===== src/rtl/memory_access.sv =====
// MEM stage of the RV32I pipeline: data-memory loads/stores over a valid/ready
// request port, load lane extraction, store byte enables and misalignment traps.
module memory_access #(
    parameter int unsigned XLEN            = 32,
    parameter int unsigned EX_W            = 4,
    parameter int unsigned EXC_LD_MISALIGN = 4,
    parameter int unsigned EXC_ST_MISALIGN = 6,
    parameter int unsigned EXC_ILLEGAL     = 2
) (
    input  logic            clk,
    input  logic            reset,
    input  logic            pipeline_in_valid,
    input  logic [4:0]      opcode_in,
    input  logic [2:0]      funct_in,
    input  logic [XLEN-1:0] result_in,
    input  logic [XLEN-1:0] addr_in,
    input  logic [4:0]      rd_addr_in,
    input  logic            nop_instr_in,
    input  logic [EX_W-1:0] exception_in,
    input  logic            exception_in_valid,
    output logic            stall_out,
    output logic            dmem_req_valid,
    input  logic            dmem_req_ready,
    output logic            dmem_we,
    output logic [XLEN-1:0] dmem_addr,
    output logic [XLEN-1:0] dmem_wdata,
    output logic [3:0]      dmem_be,
    input  logic            dmem_rsp_valid,
    input  logic [XLEN-1:0] dmem_rsp_data,
    output logic            pipeline_out_valid,
    output logic [4:0]      opcode_out,
    output logic [4:0]      rd_addr_out,
    output logic            wb_en,
    output logic [XLEN-1:0] wb_data,
    output logic [EX_W-1:0] exception_out,
    output logic            exception_out_valid
);

    localparam logic [4:0] OP_LOAD      = 5'b00000;
    localparam logic [4:0] OP_STORE     = 5'b01000;
    localparam logic [4:0] OP_ARITH     = 5'b01100;
    localparam logic [4:0] OP_IMM_ARITH = 5'b00100;
    localparam logic [4:0] OP_LUI       = 5'b01101;
    localparam logic [4:0] OP_AUIPC     = 5'b00101;
    localparam logic [4:0] OP_JAL       = 5'b11011;
    localparam logic [4:0] OP_JALR      = 5'b11001;

    typedef enum logic [1:0] {
        IDLE     = 2'd0,
        REQ      = 2'd1,
        WAIT_RSP = 2'd2
    } state_e;

    // Access attributes needed after the request has been issued.
    typedef struct packed {
        logic       is_store;
        logic [2:0] funct;
        logic [1:0] lane;
    } acc_t;

    state_e            state_q, state_d;
    acc_t              acc_q, acc_d;
    logic              req_valid_q, req_valid_d;
    logic              we_q, we_d;
    logic [XLEN-1:0]   addr_q, addr_d;
    logic [XLEN-1:0]   wdata_q, wdata_d;
    logic [3:0]        be_q, be_d;
    logic              pov_q, pov_d;
    logic [4:0]        opcode_out_q, opcode_out_d;
    logic [4:0]        rd_addr_out_q, rd_addr_out_d;
    logic              wb_en_q, wb_en_d;
    logic [XLEN-1:0]   wb_data_q, wb_data_d;
    logic [EX_W-1:0]   exc_q, exc_d;
    logic              exc_valid_q, exc_valid_d;

    logic              is_load, is_store, is_mem, wb_op;
    logic              ld_illegal, st_illegal, ld_misalign, st_misalign;
    logic [XLEN-1:0]   rsp_shift, load_data;
    logic [XLEN-1:0]   st_wdata;
    logic [3:0]        st_be;

    // Decode of the incoming execute bundle.
    always_comb begin
        is_load     = (opcode_in == OP_LOAD);
        is_store    = (opcode_in == OP_STORE);
        is_mem      = is_load | is_store;
        wb_op       = (opcode_in == OP_ARITH) | (opcode_in == OP_IMM_ARITH) |
                      (opcode_in == OP_LUI)   | (opcode_in == OP_AUIPC)     |
                      (opcode_in == OP_JAL)   | (opcode_in == OP_JALR);
        ld_illegal  = (funct_in == 3'b011) | (funct_in == 3'b110) | (funct_in == 3'b111);
        st_illegal  = funct_in[2] | (funct_in == 3'b011);
        ld_misalign = ((funct_in[1:0] == 2'b10) && (addr_in[1:0] != 2'b00)) ||
                      ((funct_in[1:0] == 2'b01) && addr_in[0]);
        st_misalign = ((funct_in[1:0] == 2'b10) && (addr_in[1:0] != 2'b00)) ||
                      ((funct_in[1:0] == 2'b01) && addr_in[0]);
    end

    // Store lane replication and byte enables.
    always_comb begin
        st_be    = 4'hF;
        st_wdata = result_in;
        case (funct_in[1:0])
            2'b00: begin
                st_be    = 4'(4'b0001 << addr_in[1:0]);
                st_wdata = XLEN'({4{result_in[7:0]}});
            end
            2'b01: begin
                st_be    = 4'(4'b0011 << addr_in[1:0]);
                st_wdata = XLEN'({2{result_in[15:0]}});
            end
            default: begin
                st_be    = 4'hF;
                st_wdata = result_in;
            end
        endcase
    end

    // Load lane extraction; halfword accesses are already aligned so lane[0]=0.
    always_comb begin
        rsp_shift = dmem_rsp_data >> {acc_q.lane, 3'b000};
        case (acc_q.funct)
            3'b000:  load_data = {{(XLEN-8){rsp_shift[7]}}, rsp_shift[7:0]};
            3'b100:  load_data = {{(XLEN-8){1'b0}}, rsp_shift[7:0]};
            3'b001:  load_data = {{(XLEN-16){rsp_shift[15]}}, rsp_shift[15:0]};
            3'b101:  load_data = {{(XLEN-16){1'b0}}, rsp_shift[15:0]};
            default: load_data = dmem_rsp_data;
        endcase
    end

    // Next-state and registered-output logic.
    always_comb begin
        state_d       = state_q;
        acc_d         = acc_q;
        req_valid_d   = req_valid_q;
        we_d          = we_q;
        addr_d        = addr_q;
        wdata_d       = wdata_q;
        be_d          = be_q;
        pov_d         = 1'b0;
        opcode_out_d  = opcode_out_q;
        rd_addr_out_d = rd_addr_out_q;
        wb_en_d       = wb_en_q;
        wb_data_d     = wb_data_q;
        exc_d         = exc_q;
        exc_valid_d   = exc_valid_q;

        case (state_q)
            IDLE: begin
                if (pipeline_in_valid) begin
                    opcode_out_d  = opcode_in;
                    rd_addr_out_d = rd_addr_in;
                    if (!is_mem || nop_instr_in || exception_in_valid) begin
                        pov_d       = 1'b1;
                        wb_data_d   = result_in;
                        exc_d       = exception_in;
                        exc_valid_d = exception_in_valid;
                        wb_en_d     = !nop_instr_in && !exception_in_valid &&
                                      (rd_addr_in != 5'd0) && wb_op;
                    end else if ((is_load && (ld_illegal || ld_misalign)) ||
                                 (is_store && (st_illegal || st_misalign))) begin
                        pov_d       = 1'b1;
                        wb_en_d     = 1'b0;
                        wb_data_d   = '0;
                        exc_valid_d = 1'b1;
                        if (is_load ? ld_illegal : st_illegal)
                            exc_d = EX_W'(EXC_ILLEGAL);
                        else if (is_load)
                            exc_d = EX_W'(EXC_LD_MISALIGN);
                        else
                            exc_d = EX_W'(EXC_ST_MISALIGN);
                    end else begin
                        acc_d.is_store = is_store;
                        acc_d.funct    = funct_in;
                        acc_d.lane     = addr_in[1:0];
                        req_valid_d    = 1'b1;
                        we_d           = is_store;
                        addr_d         = {addr_in[XLEN-1:2], 2'b00};
                        be_d           = is_store ? st_be : 4'h0;
                        wdata_d        = is_store ? st_wdata : '0;
                        state_d        = REQ;
                    end
                end
            end
            REQ: begin
                if (dmem_req_ready) begin
                    req_valid_d = 1'b0;
                    if (acc_q.is_store) begin
                        state_d     = IDLE;
                        pov_d       = 1'b1;
                        wb_en_d     = 1'b0;
                        wb_data_d   = '0;
                        exc_d       = '0;
                        exc_valid_d = 1'b0;
                    end else begin
                        state_d = WAIT_RSP;
                    end
                end
            end
            WAIT_RSP: begin
                if (dmem_rsp_valid) begin
                    state_d     = IDLE;
                    pov_d       = 1'b1;
                    wb_en_d     = (rd_addr_out_q != 5'd0);
                    wb_data_d   = load_data;
                    exc_d       = '0;
                    exc_valid_d = 1'b0;
                end
            end
            default: state_d = IDLE;
        endcase
    end

    always_ff @(posedge clk or negedge reset) begin
        if (!reset) begin
            state_q       <= IDLE;
            acc_q         <= '0;
            req_valid_q   <= 1'b0;
            we_q          <= 1'b0;
            addr_q        <= '0;
            wdata_q       <= '0;
            be_q          <= '0;
            pov_q         <= 1'b0;
            opcode_out_q  <= '0;
            rd_addr_out_q <= '0;
            wb_en_q       <= 1'b0;
            wb_data_q     <= '0;
            exc_q         <= '0;
            exc_valid_q   <= 1'b0;
        end else begin
            state_q       <= state_d;
            acc_q         <= acc_d;
            req_valid_q   <= req_valid_d;
            we_q          <= we_d;
            addr_q        <= addr_d;
            wdata_q       <= wdata_d;
            be_q          <= be_d;
            pov_q         <= pov_d;
            opcode_out_q  <= opcode_out_d;
            rd_addr_out_q <= rd_addr_out_d;
            wb_en_q       <= wb_en_d;
            wb_data_q     <= wb_data_d;
            exc_q         <= exc_d;
            exc_valid_q   <= exc_valid_d;
        end
    end

    assign stall_out           = (state_q != IDLE);
    assign dmem_req_valid      = req_valid_q;
    assign dmem_we             = we_q;
    assign dmem_addr           = addr_q;
    assign dmem_wdata          = wdata_q;
    assign dmem_be             = be_q;
    assign pipeline_out_valid  = pov_q;
    assign opcode_out          = opcode_out_q;
    assign rd_addr_out         = rd_addr_out_q;
    assign wb_en               = wb_en_q;
    assign wb_data             = wb_data_q;
    assign exception_out       = exc_q;
    assign exception_out_valid = exc_valid_q;

endmodule


===== config.mk =====
export PLATFORM = sky130hd
export DESIGN_NAME = memory_access
export DESIGN_NICKNAME = d
export VERILOG_FILES = /design/src/rtl/memory_access.sv
export SDC_FILE = /design/constraint.sdc
export NUM_CORES = 1
export LEC_CHECK = 0
export ABC_AREA = 1
export BUFFER_PORTS_ARGS = -buffer_cell sky130_fd_sc_hd__buf_2
export CAP_MARGIN = 20
export CELL_PAD_IN_SITES_DETAIL_PLACEMENT = 1
export CELL_PAD_IN_SITES_GLOBAL_PLACEMENT = 2
export CORE_ASPECT_RATIO = 0.5
export CORE_MARGIN = 10
export CORE_UTILIZATION = 27
export CTS_CLUSTER_DIAMETER = 120
export DETAILED_ROUTE_END_ITERATION = 10
export GPL_TIMING_DRIVEN = 0
export HOLD_SLACK_MARGIN = 0.12
export PLACE_DENSITY = 0.79
export REMOVE_ABC_BUFFERS = 1
export SLEW_MARGIN = 20
export SYNTH_ARGS = -nofsm -noshare
export SYNTH_HDL_FRONTEND = slang
export SYNTH_SLANG_ARGS = --single-unit
export TNS_END_PERCENT = 5

===== constraint.sdc =====
create_clock -name clk -period 2.5 [get_ports clk]
set_clock_uncertainty 0.1 [all_clocks]
set_input_delay 0.5 -clock clk [delete_from_list [all_inputs] [get_ports clk]]
set_output_delay 0.5 -clock clk [all_outputs]
set_load 0.01 [all_outputs]

Word-level counts from Yosys, hierarchy flattened
Cells that the tools add are included.
Widths: inputs -> output; s select.
{"block": "classes", "mux": 53, "bitwise": 11, "n_reduce_logical": 31, "n_shift": 3, "eq_ne": 24}
{"cell": "$mux 32", "n": 7}
{"cell": "$pmux 32 s4", "n": 1}
{"cell": "$pmux 32 s3", "n": 1}
{"cell": "$pmux 32 s2", "n": 1}
{"cell": "$shr 32x5->16", "n": 1}
{"cell": "$mux 4", "n": 7}
{"cell": "$mux 1", "n": 21}
{"cell": "$eq 5x4->1 const B", "n": 3}
{"cell": "$mux 2", "n": 7}
{"cell": "$eq 3x3->1 const B", "n": 4}
{"cell": "$ne 2x2->1 const B", "n": 6}
{"cell": "$pmux 4 s3", "n": 1}
{"cell": "$eq 5x3->1 const B", "n": 2}
{"cell": "$eq 5x5->1 const B", "n": 2}
{"cell": "$reduce_and 5->1", "n": 2}
{"cell": "$reduce_bool 5->1", "n": 2}
{"cell": "$or 1x1->1", "n": 9}
{"cell": "$pmux 1 s3", "n": 3}
{"cell": "$pmux 4 s2", "n": 1}
{"cell": "$logic_and 1x1->1", "n": 7}
{"cell": "$logic_or 1x1->1", "n": 6}
{"cell": "$pmux 2 s3", "n": 1}
{"cell": "$reduce_and 6->1", "n": 1}
{"cell": "$reduce_bool 2->1", "n": 3}
{"cell": "other kinds (17)", "n": 23}
{"block": "word_totals", "regBits": 124, "output_inout_bits": 120, "wordCells": 137}

Logic depth before layout (Yosys ltp)
Gate-level depths: netlist of the first run.
{"block": "depth", "word_depth": 10, "ltp_mapped": 14, "depth_no_buf": 11}

Least setup slack after synthesis of the first run
OpenSTA, ideal clock, no wires.
{"block": "synth_path", "kind": "reg-to-reg", "start": "register state_q[0]", "end": "register wb_data_q[10] (netlist: wb_data[10])", "synth_period_minus_slack_ps": 1927, "setup_slack_ps": 573, "arrival_time_ps": 1762, "setup_time_ps": 65, "path_stages_with_launch": 11, "path_cell_list": "dfrtp_1 inv_1 ha_1 inv_1 or2_1 nand2_1 nor3b_1 buf_2 buf_2 nand3_1 nand2_1"}
{"block": "synth_via", "elab_chain_cells": 3, "elab_cells_between_ends": 11, "cone_classes": "eq/ne (7); mux (1); reduce/logical (3)"}
{"element": "from (decl)", "line": "61", "source": "state_e state_q, state_d;"}
{"element": "from (signal assigned)", "line": "230", "source": "state_q <= state_d;"}
{"element": "$eq 2x1->1 (tied with other cells)", "line": "147", "source": "case (state_q)"}
{"element": "$ne 2x2->1 (no source line) (tied with other cells)"}
{"element": "$reduce_and 6->1 (no source line)"}
{"element": "to (signal assigned)", "line": "241", "source": "wb_data_q <= wb_data_d;"}
{"element": "to (decl)", "line": "72", "source": "logic [XLEN-1:0] wb_data_q, wb_data_d;"}
Parallel ways exist; a longest one is shown, timed or not.
A chain may end at the register's enable or synchronous reset.

Final worst setup path of the first run
{"block": "layout_path", "start": "input port funct_in[1]", "end": "register wdata_q[0] (netlist: dmem_wdata[0])"}
{"block": "layout_via", "elab_chain_cells": 8, "elab_cells_between_ends": 18, "cone_classes": "eq/ne (5); bitwise (4); reduce/logical (9)"}
{"element": "from (decl)", "line": "14", "source": "input logic [2:0] funct_in,"}
{"element": "$eq 3x2->1 (tied with other cells)", "line": "90, 91"}
{"element": "$or 1x1->1 (tied with other cells)", "line": "90", "source": "ld_illegal = (funct_in == 3'b011) | (funct_in == 3'b110) | (funct_in == 3'b111);"}
{"element": "$or 1x1->1 / $logic_or 1x1->1 (equally long branches)", "line": "90, 92, 94"}
{"element": "$logic_or 1x1->1 (on tied branches)", "line": "159, 160"}
{"element": "$logic_and 1x1->1 (on tied branches)", "line": "159, 160"}
{"element": "$logic_or 1x1->1 (*)", "line": "159", "source": "end else if ((is_load && (ld_illegal || ld_misalign)) ||"}
{"element": "$not 1->1 (no source line) (*)"}
{"element": "$reduce_and 4->1 (no source line) (*)"}
{"element": "to (signal assigned)", "line": "235", "source": "wdata_q <= wdata_d;"}
{"element": "to (decl)", "line": "66", "source": "logic [XLEN-1:0] wdata_q, wdata_d;"}
Every way passes the cells marked *; elsewhere a longest branch is shown, timed or not.

==> results of run 1 <==
-- tightest hold or removal path, delay by kind of cell --
family	cells	cell delay (ns)
simple gates	2	0.09
buf+inv	1	0.07
-- metal layers --
| metal | vias up | wire, µm | share of wire | global-route usage |
|---|---|---|---|---|
| met5 | - | 0 | 0 | 0 |
| li1 | 3333 | - | - | - |
| met3 | 40 | 955 | 0.034 | 0.0375 |
| met1 | 3376 | 11600 | 0.41 | 0.203 |
| met2 | 135 | 15000 | 0.53 | 0.328 |
| met4 | 0 | 663 | 0.024 | 0.0669 |
-- worst paths after layout --
kind	slack, ns	endpoint	startpoint
worst max-delay path	0.09	dmem_wdata[0]$_DFFE_PN0P_	funct_in[1]
worst max register to register	0.17	dmem_wdata[0]$_DFFE_PN0P_	state_q[0]$_DFFE_PN0P_
worst min register to register	0.36	wb_data[6]$_DFFE_PN0P_	wb_data[6]$_DFFE_PN0P_
max in group asynchronous	1.07	acc_q[1]$_DFFE_PN0P_	reset
min in group asynchronous	0.43	rd_addr_out[1]$_DFFE_PN0P_	reset
worst min-delay path	0.17	dmem_addr[27]$_DFFE_PN0P_	addr_in[27]
-- cell type report --
cell class,instances,area [µm²],share of cell area
Antenna cell,3,7.51,0.000852
Clock buffer,20,457,0.0519
Sequential cell,124,3110,0.353
Multi-Input combinational cell,664,3000,0.341
Clock inverter,12,193,0.0219
Tap cell,315,394,0.0448
Timing Repair Buffer,250,1360,0.154
Inverter,71,287,0.0325
-- cell usage in the layout (no fill, tap or decap), types with 5 or more instances in the layout --
| master | count |
|---|---|
| sky130_fd_sc_hd__a21oi_1 | 50 |
| sky130_fd_sc_hd__buf_2 | 235 |
| sky130_fd_sc_hd__buf_4 | 10 |
| sky130_fd_sc_hd__bufinv_16 | 5 |
| sky130_fd_sc_hd__clkbuf_16 | 17 |
| sky130_fd_sc_hd__clkinvlp_4 | 5 |
| sky130_fd_sc_hd__dfrtp_1 | 121 |
| sky130_fd_sc_hd__inv_1 | 63 |
| sky130_fd_sc_hd__nand2_1 | 388 |
| sky130_fd_sc_hd__nand3_1 | 66 |
| sky130_fd_sc_hd__nor2_1 | 27 |
| sky130_fd_sc_hd__o211ai_1 | 7 |
| sky130_fd_sc_hd__o21ai_0 | 57 |
| sky130_fd_sc_hd__o21ai_1 | 26 |
-- metrics by stage --
stage	cells	hold slack (ns)	area (µm²)	TNS, ns
3_3_place_gp	1409	0.349	7860	-453.32
3_5_place_dp	1415	0.317	7990	-116.31
5_1_grt	1459	0.163	8810	-1.77
6_report	1459	0.166	8810	0
2_1_floorplan	857	0.104	6280	-90.09
4_1_cts	1454	0.142	8740	0
-- flip-flops by register name, indices dropped and copies added, names as in the netlist --
register / cells
opcode_out: 5
dmem_be: 4
acc_q: 5
dmem_wdata: 32
state_q: 2
dmem_req_valid: 1
dmem_we: 1
wb_en: 1
exception_out_valid: 1
dmem_addr: 30
wb_data: 32
rd_addr_out: 5
exception_out: 4
pipeline_out_valid: 1
-- logic make-up (layout without fill, tap and decap cells) --
kind of cell	count (synthesis)	count (layout)	synth area share
AO/OA/AOI/OAI	147	147	0.118
other	1	5	0.000571
AND/OR/NAND/NOR	509	511	0.317
buffers and inverters	121	353	0.0841
flip-flops	124	124	0.473
adder cells (fa/ha/maj)	4	4	0.00763
-- synthesized netlist by cell type --
library cell	n
sky130_fd_sc_hd__nand3_1	67
sky130_fd_sc_hd__a32o_1	1
sky130_fd_sc_hd__buf_2	21
sky130_fd_sc_hd__nand4_1	2
sky130_fd_sc_hd__nand2_2	1
sky130_fd_sc_hd__buf_4	9
sky130_fd_sc_hd__o211ai_1	7
sky130_fd_sc_hd__ha_1	4
sky130_fd_sc_hd__a21oi_1	50
sky130_fd_sc_hd__nand2_1	393
sky130_fd_sc_hd__nand3b_1	2
sky130_fd_sc_hd__nand4_2	1
sky130_fd_sc_hd__and2_1	1
sky130_fd_sc_hd__inv_1	65
sky130_fd_sc_hd__or2_1	1
sky130_fd_sc_hd__buf_6	5
sky130_fd_sc_hd__nor2_2	1
sky130_fd_sc_hd__o21ai_0	57
sky130_fd_sc_hd__inv_2	6
sky130_fd_sc_hd__nor3b_1	1
sky130_fd_sc_hd__a31oi_1	1
sky130_fd_sc_hd__nor2_1	28
sky130_fd_sc_hd__dfrtp_1	124
sky130_fd_sc_hd__a32oi_1	1
sky130_fd_sc_hd__o22ai_1	1
sky130_fd_sc_hd__buf_1	1
sky130_fd_sc_hd__o221ai_1	3
sky130_fd_sc_hd__o21ai_1	26
sky130_fd_sc_hd__conb_1	1
sky130_fd_sc_hd__nor3_1	3
sky130_fd_sc_hd__nand3_2	4
sky130_fd_sc_hd__nor2_4	2
sky130_fd_sc_hd__clkbuf_1	14
sky130_fd_sc_hd__or2_2	2
-- power by group through the flow --
stage / combinational (mW) / sequential [mW] / clock, mW
after floorplan: 2.00 / 3.14 / 0
after global placement: 3.52 / 2.93 / 0
after detailed placement: 4.21 / 2.98 / 0
after CTS: 4.32 / 2.96 / 2.83
after global routing: 4.88 / 3.04 / 2.93
final: 4.34 / 2.95 / 2.78
-- timing repair --
action	4_1_cts	5_1_grt
endpoints found under the hold margin	40	0
resized for setup	12	11
buffers inserted	4	2
pin swaps	2	0
setup endpoints to repair	110	103
cloned	2	0
hold buffers	1	0
==> out/qor_table.md, run 1 <==
| Step | Result | Reported |
| --- | --- | --- |
| run status | Result of the run | completed |
| sta | Number of hold violations in the final report | 0 |
| power and ir drop | Static power due to leakage | 4.97 nW |
| placed design | GP Congestion | 0.839 |
| setup path | Worst Reg2Reg Path Length in Cells | 7 |
| power and ir drop | Switching share of power | 0.415 |
| setup path | Nature of the critical path endpoint | register |
| clocking | Max Root-Sink Buffers | 2 |
| yosys | Proportion of netlist area held by the largest area contributor | 0.473 |
| yosys | Most area-hungry cell type in the Yosys netlist | sky130_fd_sc_hd__dfrtp_1 |
| yosys | Yosys warnings | 0 |
| global route | First-pass GRT wire length | 42900 µm |
| detailed routing | Via-to-Cell Ratio | 4.72 |
| setup path | Delay of the slowest cell on the worst path | 0.36 ns |
| final layout | P&R area growth vs syn | 34.2% |
| setup path | Number of cells on the critical path | 11 |
| floorplanning | Initial cell density of the core | 0.274 |
| clocking | TritonCTS buffer count | 17 |
| power and ir drop | Internal power summed over all cells | 5.89 mW |
| detailed routing | Count of nets left with antenna violations after detail routing | 0 |
| power and ir drop | Power dissipated by switching net loads | 4.18 mW |
| global route | Largest net degree at the start of global routing | 85 |
| floorplanning | Area inside the core boundary | 24000 µm² |
| power and ir drop | Share of total power in the clock network | 0.276 |
| hold path | Hold path depth | 3 |
| sta | Max Freq | 415 MHz |
| detailed routing | First-pass iteration count of the detailed router | 4 |
| yosys | Post-synthesis register bit count | 124 |
| setup path | Data arrival time at the worst-slack endpoint | 2.65 ns |
| yosys | Post-synthesis instance area | 6560 µm² |
| global route | Vias in the first global route | 7474 |
| detailed routing | Final wirelength | 28200 µm |
| yosys | Gate count after technology mapping | 906 |
| global route | Number of antenna violations at the first check in global routing | 3 |
| placed design | Setup Slack @ Placement | -1.51 ns |
| setup path | Startpoint type of the worst setup path | primary input |
| yosys | Count of distinct cell types in the synthesized netlist | 34 |
| final layout | Share of cells above drive strength 1 | 0.273 |
| sta | Setup-violating endpoint count in the final report | 0 |
| power and ir drop | VDD IR max | 441 µV |
| yosys | Synth top area cells | sky130_fd_sc_hd__dfrtp_1 47%, sky130_fd_sc_hd__nand2_1 22%, sky130_fd_sc_hd__nand3_1 5.1% |
| sta | Slew at the pin closest to its max-slew limit | 0.812 ns |
| detailed routing | Routed WL per cell | 19.3 µm |
| clocking | CTS HTree Levels | 4 |
| floorplanning | Area enclosed by the die boundary | 31300 µm² |
| floorplanning | I/O pin total | 240 |
| detailed routing | Total vias in the final route | 6884 |
| yosys | Mean Syn Cell Area | 7.24 µm² |
| power and ir drop | PnR Total Power | 10.1 mW |
| setup path | Type of the worst setup path | primary input to register |
| clocking | Clock latency of the later-clocked register in the worst-skew pair | 0.43 ns |
| clocking | Sinks on Clock Net | 124 |
| detailed routing | Iteration-0 DRC Markers | 395 |
| power and ir drop | Sequential share of power | 0.293 |
| clocking | Clock Root Buffer | sky130_fd_sc_hd__clkbuf_16 |
| setup path | Critical path cell sequence | buf_4 > inv_2 > nor2_1 > nand2_1 > nand3_1 > nand2_1 > nand3_2 > nor2_4 > buf_4 > nand2_4 > o21ai_1 |
| global route | GRT Overall Usage | 0.179 |
| setup path | Buffers & Inverters on Critical Path | 3 |
| floorplanning | Die X-Extent | 240 µm |
| setup path | Top cell family by delay on the critical path | simple AND/OR/NAND/NOR gates |
| hold path | Hold Path Class | primary input to register |
| final layout | Filler cell count in the final layout | 3039 |
| placed design | PortBufs | 237 |
| yosys | Sequential fraction of the synthesis area | 0.473 |
| sta | Final cycle utilization of the critical path | 0.963 |
| detailed routing | DRC viols | 0 |
| sta | Relative slew slack | 0.458 |
| final layout | Layout net count | 1252 |
| global route | GR Overflow Total | 0 |
| clocking | Reg clk slew, reported paths | 0.06 ns |
| sta | Unrepaired setup endpoints after global routing | yes |
| setup path | Critical path fanouts, max | 32 |
| clocking | Clock tree from TritonCTS | yes |
| power and ir drop | Combinational cell fraction of total power | 0.431 |
| sta | Post-layout minimum cycle time | 2.41 ns |
| placed design | Detailed-placement wirelength estimate | 20400 µm |
| final layout | Fraction of the core area covered by cells at the end of the flow | 0.367 |
| floorplanning | Die Height | 130 µm |
| sta | Final critical-path setup slack | 0.0917 ns |
| sta | Slew Limit Fails | 0 |
| setup path | CP max-delay cell | sky130_fd_sc_hd__inv_2 |
| job | Max-capacitance violation count | 0 |
| power and ir drop | Total power per unit cell area | 1140 nW/µm² |
| setup path | Req. time, crit path | 2.74 ns |
| floorplanning | Std cell rows | 40 |
(Power assumes the default switching activity.)
==> inputs of run 2 (changes only) <==
--- a/config.mk
+++ b/config.mk
@@ -6,6 +6,7 @@
 export NUM_CORES = 1
 export LEC_CHECK = 0
 export ABC_AREA = 1
+export ABC_CLOCK_PERIOD_IN_PS = 2500
 export BUFFER_PORTS_ARGS = -buffer_cell sky130_fd_sc_hd__buf_2
 export CAP_MARGIN = 20
 export CELL_PAD_IN_SITES_DETAIL_PLACEMENT = 1
==> constraint.sdc (replaced) <==
create_clock -name clk -period 2.5 [get_ports clk]
set_clock_uncertainty 0.1 [all_clocks]
set_input_delay 0.25 -clock clk [delete_from_list [all_inputs] [get_ports clk]]
set_output_delay 0.25 -clock clk [all_outputs]
set_load 0.01 [all_outputs]
==> run 2 against run 1 <==
  * Critical endpoint is now wb_data[30]$_DFFE_PN0P_
  * Via count grew 5.6%
  * Die area is the same
  * Register-to-register slack is essentially flat
  * Final area grew 9.5%
  * Worst hold slack lost 0.019 ns
==> out/qor_table.md, run 2 (synthesis gave the netlist of run 1 again) <==
| Step | Result | Reported |
| --- | --- | --- |
| clocking | Clock tree from TritonCTS | yes |
| sta | Setup-violating endpoint count in the final report | 0 |
| power and ir drop | VDD IR max | 441 µV |
| detailed routing | DRC viols | 0 |
| setup path | Type of the worst setup path | register to register |
| power and ir drop | Total power per unit cell area | 1060 nW/µm² |
| detailed routing | Total vias in the final route | 7268 |
| power and ir drop | Static power due to leakage | 5.32 nW |
| job | Max-capacitance violation count | 0 |
| global route | GR Overflow Total | 0 |
| setup path | Capture point of the worst path | wb_data[30]$_DFFE_PN0P_ |
| sta | Final cycle utilization of the critical path | 0.932 |
| floorplanning | I/O pin total | 240 |
| sta | Max Freq | 429 MHz |
| global route | Number of antenna violations at the first check in global routing | 5 |
| setup path | Critical path fanouts, max | 22 |
| sta | Slew Limit Fails | 0 |
| setup path | Worst Reg2Reg Path Length in Cells | 9 |
| hold path | Hold Path Class | primary input to register |
| setup path | Origin of the worst setup path | acc_q[0]$_DFFE_PN0P_ |
| placed design | Detailed-placement wirelength estimate | 20400 µm |
| detailed routing | Count of nets left with antenna violations after detail routing | 0 |
| placed design | PortBufs | 237 |
| placed design | GP Congestion | 0.839 |
| clocking | Max Root-Sink Buffers | 2 |
| floorplanning | Area inside the core boundary | 24000 µm² |
| clocking | Clock Root Buffer | sky130_fd_sc_hd__clkbuf_16 |
| detailed routing | Via-to-Cell Ratio | 4.70 |
| global route | Global routing usage on met1 | 0.204 |
| sta | Relative slew slack | 0.496 |
| sta | Slew at the pin closest to its max-slew limit | 0.748 ns |
| sta | Final hold slack | 0.147 ns |
| clocking | Reg clk slew, reported paths | 0.06 ns |
| setup path | Data arrival time at the worst-slack endpoint | 2.55 ns |
| global route | First-pass GRT wire length | 45000 µm |
| setup path | R2R Setup Slk | 0.17 ns |
| sta | Post-layout minimum cycle time | 2.33 ns |
| floorplanning | Area enclosed by the die boundary | 31300 µm² |
| final layout | P&R area growth vs syn | 47.0% |
| setup path | Reg-to-Reg Start | acc_q[0]$_DFFE_PN0P_ |
| setup path | Req. time, crit path | 2.72 ns |
| global route | Largest net degree at the start of global routing | 85 |
| floorplanning | Die X-Extent | 240 µm |
| clocking | Clock latency of the later-clocked register in the worst-skew pair | 0.43 ns |
| setup path | Nature of the critical path endpoint | register |
| floorplanning | Initial cell density of the core | 0.274 |
| setup path | Startpoint type of the worst setup path | register |
| global route | Most Used Layer, Global Route | met2 |
| global route | Vias in the first global route | 7980 |
| global route | GRT Overall Usage | 0.187 |
| global route | Met3 Resource Use GR | 0.0425 |
| final layout | Most used cells in the layout excluding fill and tap cells | 388 x sky130_fd_sc_hd__nand2_1, 235 x sky130_fd_sc_hd__buf_2, 121 x sky130_fd_sc_hd__dfrtp_1 |
| clocking | Sinks on Clock Net | 124 |
| final layout | Register area | 3110 µm² |
| final layout | Filler cell count in the final layout | 3016 |
| detailed routing | Routed WL per cell | 19.2 µm |
| clocking | TritonCTS buffer count | 17 |
| run status | Result of the run | completed |
| final layout | Share of cells above drive strength 1 | 0.255 |
| setup path | Endpoint of the worst register-to-register path | wb_data[30]$_DFFE_PN0P_ |
| detailed routing | Iteration-0 DRC Markers | 271 |
| final layout | Layout net count | 1335 |
| floorplanning | Std cell rows | 40 |
| clocking | CTS HTree Levels | 4 |
| final layout | Area of combinational cells with multiple inputs | 3010 µm² |
| final layout | Most common library cell in the layout ignoring fill and taps | sky130_fd_sc_hd__nand2_1 |
| sta | Number of hold violations in the final report | 0 |
| detailed routing | Final wirelength | 29600 µm |
| final layout | Fraction of the core area covered by cells at the end of the flow | 0.402 |
| global route | Global routing usage on met2 | 0.347 |
| detailed routing | First-pass iteration count of the detailed router | 4 |
| floorplanning | Die Height | 130 µm |
[run 2: worst min-delay path by stage]
stage                                    startpoint                         endpoint  cells past startpoint
after global placement    dmem_addr[28]$_DFFE_PN0P_        dmem_addr[28]$_DFFE_PN0P_                      2
after floorplan                               reset             acc_q[0]$_DFFE_PN0P_                      0
final                                  nop_instr_in  exception_out_valid$_DFFE_PN0P_                      6
after global routing                    funct_in[1]             acc_q[3]$_DFFE_PN0P_                      3
after detailed placement                      reset        opcode_out[4]$_DFFE_PN0P_                      1
after CTS                              nop_instr_in  exception_out_valid$_DFFE_PN0P_                      6
[run 2: critical path, stage by stage, from the launching register on]
cell and delay [ns]:
sky130_fd_sc_hd__dfrtp_2 0.67, sky130_fd_sc_hd__clkinvlp_4 0.27, sky130_fd_sc_hd__nand2_1 0.11, sky130_fd_sc_hd__nand3_1 0.10
sky130_fd_sc_hd__nand3_2 0.30, sky130_fd_sc_hd__nand3_4 0.28, sky130_fd_sc_hd__nand2_1 0.18, sky130_fd_sc_hd__nand2_1 0.06
sky130_fd_sc_hd__nand3_1 0.08, sky130_fd_sc_hd__nand2_1 0.05
[run 2: metrics by stage]
stage          TNS (ns)  power [mW]  area [µm²]  cells  setup WS (ns)
4_1_cts               0        10.2        9560   1537        0.00131
5_1_grt        -0.00494        11.0        9650   1544       -0.00307
3_3_place_gp    -404.32        6.45        7860   1409          -5.62
3_5_place_dp     -89.28        7.19        7990   1415          -1.26
6_report              0        10.2        9650   1545          0.171
2_1_floorplan    -90.09        5.14        6280    857          -2.33
[run 2: final cells by class]
| class | count | area share |
|---|---|---|
| Multi-Input combinational cell | 664 | 0.312 |
| Inverter | 71 | 0.0294 |
| Antenna cell | 6 | 0.00156 |
| Timing Repair Buffer | 333 | 0.227 |
| Tap cell | 315 | 0.0409 |
| Clock buffer | 20 | 0.0473 |
| Sequential cell | 124 | 0.322 |
| Clock inverter | 12 | 0.0200 |
[run 2: per-layer routing]
metal / wire (µm) / vias up
li1: - / 3500
met1: 11900 / 3585
met2: 15900 / 133
met3: 982 / 50
met4: 820 / 0
met5: 0 / -
[run 2: report_power, final]
group / total [mW] / leakage, nW / switching [mW] / internal [mW]
logic: 4.47 / 3.39 / 2.88 / 1.60
registers: 2.96 / 1.62 / 0.393 / 2.57
clock network: 2.77 / 0.312 / 0.954 / 1.81
[run 2: repair_timing]
action                     in CTS  in global routing
hold endpoints to repair      233                  0
pin swaps                       2                  0
setup buffers                   4                  2
cloned                          2                  0
gates resized for setup        10                 13
setup endpoints to repair     110                105
hold buffers                   84                  0
